===== src/rtl/calu_accumulator.sv =====
// Central ALU and accumulator: load/add/sub/logic ops into a registered accumulator with carry/overflow flags.
// Optional CALU_ACCB_EN adds a secondary accumulator (accb) captured from acc on accb_save.
module calu_accumulator #(
   parameter int WIDTH = 32
) (
   input  logic             clk,
   input  logic             reset,
   input  logic             in_valid,
   input  logic [2:0]       op,
   input  logic [WIDTH-1:0] operand,
   input  logic             ovm,
   input  logic             ov_clr,
`ifdef CALU_ACCB_EN
   input  logic             accb_save,
   output logic [WIDTH-1:0] accb,
`endif
   output logic [WIDTH-1:0] acc,
   output logic             carry,
   output logic             ov,
   output logic             zero,
   output logic             neg,
   output logic             out_valid
);

   localparam logic [2:0] OP_NOP = 3'b000;
   localparam logic [2:0] OP_LAC = 3'b001;
   localparam logic [2:0] OP_ADD = 3'b010;
   localparam logic [2:0] OP_SUB = 3'b011;
   localparam logic [2:0] OP_AND = 3'b100;
   localparam logic [2:0] OP_OR  = 3'b101;
   localparam logic [2:0] OP_XOR = 3'b110;
   localparam logic [2:0] OP_ZAC = 3'b111;

   localparam logic signed [WIDTH-1:0] SAT_POS = {1'b0, {(WIDTH-1){1'b1}}};
   localparam logic signed [WIDTH-1:0] SAT_NEG = {1'b1, {(WIDTH-1){1'b0}}};

   function automatic logic signed_ovf(input logic a_sign, input logic b_sign, input logic r_sign);
      return (a_sign == b_sign) && (r_sign != a_sign);
   endfunction

   function automatic logic signed [WIDTH-1:0] saturate(input logic signed [WIDTH-1:0] wrapped,
                                                        input logic ovf, input logic neg_dir,
                                                        input logic sat_en);
      if (ovf && sat_en)
         return neg_dir ? SAT_NEG : SAT_POS;
      return wrapped;
   endfunction

   logic                     is_sub_p0;
   logic        [WIDTH-1:0]  addend_p0;
   logic        [WIDTH:0]    sum_p0;
   logic                     ovf_p0;
   logic signed [WIDTH-1:0]  arith_p0;
   logic        [WIDTH-1:0]  next_acc_p0;
   logic                     next_carry_p0;
   logic                     set_ov_p0;

   // Subtraction reuses the adder as acc + ~operand + 1 so carry means "no borrow".
   always_comb begin
      is_sub_p0 = (op == OP_SUB);
      addend_p0 = is_sub_p0 ? ~operand : operand;
      sum_p0    = {1'b0, acc} + {1'b0, addend_p0} + {{WIDTH{1'b0}}, is_sub_p0};
      ovf_p0    = signed_ovf(acc[WIDTH-1], addend_p0[WIDTH-1], sum_p0[WIDTH-1]);
      arith_p0  = saturate(sum_p0[WIDTH-1:0], ovf_p0, acc[WIDTH-1], ovm);
   end

   always_comb begin
      next_acc_p0   = acc;
      next_carry_p0 = carry;
      set_ov_p0     = 1'b0;
      case (op)
         OP_NOP: ;
         OP_LAC: next_acc_p0 = operand;
         OP_ADD, OP_SUB: begin
            next_acc_p0   = arith_p0;
            next_carry_p0 = sum_p0[WIDTH];
            set_ov_p0     = ovf_p0;
         end
         OP_AND: next_acc_p0 = acc & operand;
         OP_OR:  next_acc_p0 = acc | operand;
         OP_XOR: next_acc_p0 = acc ^ operand;
         OP_ZAC: next_acc_p0 = '0;
         default: ;
      endcase
   end

   // Stage p0 -> registered accumulator and flags
   always_ff @(posedge clk or posedge reset) begin
      if (reset) begin
         acc       <= '0;
         carry     <= 1'b0;
         ov        <= 1'b0;
         out_valid <= 1'b0;
      end else begin
         out_valid <= in_valid;
         if (in_valid) begin
            acc   <= next_acc_p0;
            carry <= next_carry_p0;
         end
         // A fresh overflow outranks a simultaneous clear.
         if (in_valid && set_ov_p0)
            ov <= 1'b1;
         else if (ov_clr)
            ov <= 1'b0;
      end
   end

`ifdef CALU_ACCB_EN
   always_ff @(posedge clk or posedge reset) begin
      if (reset)
         accb <= '0;
      else if (accb_save)
         accb <= acc;
   end
`endif

   assign zero = (acc == '0);
   assign neg  = acc[WIDTH-1];

endmodule

===== config.mk =====
export PLATFORM = sky130hd
export DESIGN_NAME = calu_accumulator
export DESIGN_NICKNAME = d
export VERILOG_FILES = /design/src/rtl/calu_accumulator.sv
export SDC_FILE = /design/constraint.sdc
export NUM_CORES = 1
export LEC_CHECK = 0
export CORE_AREA = 4 4 128 130
export CTS_BUF_LIST = sky130_fd_sc_hd__clkbuf_4 sky130_fd_sc_hd__clkbuf_8
export CTS_CLUSTER_SIZE = 20
export DETAILED_ROUTE_END_ITERATION = 16
export DIE_AREA = 0 0 132 134
export PLACE_DENSITY_LB_ADDON = 0.1
export SYNTH_ARGS = -nofsm -noshare
export SYNTH_HDL_FRONTEND = slang
export SYNTH_SLANG_ARGS = --single-unit

===== constraint.sdc =====
create_clock -name clk -period 7 [get_ports clk]
set_clock_uncertainty 0.1 [all_clocks]
set_input_delay 0.7 -clock clk [delete_from_list [all_inputs] [get_ports clk]]
set_output_delay 0.7 -clock clk [all_outputs]
set_load 0.01 [all_outputs]

==> results.cfg <==
[outcome]
outcome = finished clean

[grt]
grt_pass1_vias = 5757
grt_max_degree = 74
grt_overflow = 0
grt_usage = 0.200
antenna_found_initial = 0
grt_first_pass_wirelength_um = 29700

[timing]
max_freq_ghz = 0.199
max-slew-margin-rel = 0.400
rsz0062_at_grt = no
holdWs_ns = 0.440
finalCriticalPeriod_ns = 5.04
setup_viol = 0
min_period_over_period = 0.720
maxSlewViolCount = 0
final.setup.tns_ns = 0
hold_viol_final = 0
tightest_slew_ns = 0.900

[synth]
syn_nets = 888
synth_area_leaders = ha_1 20%, dfrtp_1 15%, xnor2_1 7.4%
seq_area_frac_synth = 0.147
yosys.area.top_type = ha_1
synth_ff_type = dfrtp_1
synth_cell_types = 64
ys_ff_latch = 35
yosysTopAreaCellShare = 0.204
avgSynthCellArea_um2 = 7.94
yosys_warnings = 0
synth.cell_area_mm2 = 0.00596
netlist_instances = 750
synth_edf_count = 0
synth_async_sr_flop_share = 1.00

[layout]
final_cell_count_no_fill = 985
drive_gt1_frac = 0.0866
mostFrequentLayoutCell = ha_1
final_cell_area_mm2 = 0.00691
fin_nets = 936
final_cell_mix = 97 x ha_1, 93 x inv_1, 78 x a21oi_1, 74 x clkdlybuf4s50_1, 50 x xnor2_1
syn2layout_area_growth_pct = 16.1
n_antenna_cell = 0

[clock_tree]
cts-buffers-inserted = 5
postCtsHoldBufs = 0
cts_resized = 0
worst_skew_pair.late_latency_ns = 0.30
post_cts.repair.setup_buffers = 0
clock_path_buffers = 2
root_buffer = clkbuf_8
clk_pin_slew_ns = 0.08
cts.sinks = 35
cts_tree = built
htree_levels = 2

[place]
routabilityCongestion = 0.888
dp_cells = 979
portBuffers = 76
postPlaceCellArea_mm2 = 0.00684
dp_hpwl_um = 12800

[die]
die_x_um = 132
die_height_um = 134
initial_core_util = 0.393
die_area_mm2 = 0.0177
core_area_mm2 = 0.0151
io_pins = 77
num_rows = 45

[power]
power_density_mw_per_mm2 = 207
power_uw = 1430
p_leak_uw = 0.00299
ir_drop_mv = 0.0816

[flow_run]
maxCapViolCount = 0

[routing]
drc_errors = 0
avgViaCountPerCell = 5.76
drt_iter0_drc = 249
wire_per_inst_um = 18.1
wirelength_um = 17800
drtPass1Iterations = 5
num_vias = 5678
ant_nets = 0

[worst_setup_path]
worstSetupPathType = primary input to register
cp-end-kind = register
start_kind = primary input
cp_max_fo = 25
worstPathRequired_ns = 7.10
cp.arrival_ns = 5.14

[worst_hold_path]
hold_path_class = register to register
power by group:
group	internal (uW)	total [uW]	switching, uW
Sequential	245	328	83.5
Combinational	438	952	514
Clock	70.4	150	79.4
Total	753	1430	677
per-stage QoR:
step / worst slack, ns / util
6_report: 1.96 / 0.456
5_1_grt: 1.59 / 0.456
4_1_cts: 1.96 / 0.456
3_5_place_dp: 1.66 / 0.451
3_3_place_gp: 1.75 / 0.451
2_1_floorplan: 2.64 / -
Yosys cell counts, types with 7 or more instances:
library cell	count
nand2_1	18
dfrtp_1	35
a21oi_1	78
nand3_1	8
o221a_2	17
o21ai_1	12
a221oi_2	16
nor3_1	29
o221ai_1	10
a21boi_0	20
xnor2_1	50
nor2b_1	32
xor2_1	10
o21ai_0	27
a211oi_1	7
a21o_1	12
nor4_1	11
ha_1	97
inv_1	93
nand2b_1	23
nor2_1	27
clkbuf_1	32
worst paths after layout:
path | to | cells after the start | slack [ns] | start
setup reg to reg | acc[7] | 11 | 2.91 | acc[7]
hold / removal | ov | 2 | 0.44 | ov
min in group asynchronous | acc[0] | 3 | 0.72 | reset
setup / recovery | acc[7] | 15 | 1.96 | op[2]
hold reg to reg | ov | 2 | 0.44 | ov
max in group asynchronous | acc[21] | 3 | 5.72 | reset
cell families after synthesis:
kind of cell / count (synthesis) / share of synthesized area
AO/OA/AOI/OAI: 245 / 0.305
flip-flops: 35 / 0.147
adder cells (fa/ha/maj): 98 / 0.207
multiplexers: 1 / 0.00168
AND/OR/NAND/NOR: 173 / 0.160
XOR/XNOR: 60 / 0.0882
buffers and inverters: 138 / 0.0910
flip-flops by register name (all words and copies together), names as in the netlist:
signal and cells:
acc 32, carry 1, out_valid 1, ov 1
per-layer routing:
metal | track usage | wire length [um] | up-vias
met5 | 0 | 0 | -
met4 | 0.0508 | 256 | 0
met3 | 0.0308 | 719 | 22
met2 | 0.338 | 8510 | 139
met1 | 0.269 | 8310 | 2751
li1 | - | - | 2766
layout make-up:
type | count | area [um^2]
fill | 1508 | 8230
multi-input combinational | 577 | 4550
sequential | 35 | 876
timing repair buffer | 86 | 826
inverter | 93 | 349
tap | 188 | 235
clock buffer | 6 | 76.3
worst max-delay path, stage by stage:
cell and delay (ns):
clkdlybuf4s50_1 0.47, nand3b_1 0.13, buf_4 0.32, xnor2_1 0.11, ha_1 0.35, nand2_1 0.16
or4_1 0.54, o31ai_2 0.20, a31oi_1 0.15, o31ai_4 0.42, a41oi_4 0.19, and2_4 0.19
a21oi_4 0.64, a2111oi_0 0.26, a211oi_1 0.30
Note: power is estimated with default switching activity, not from simulation.
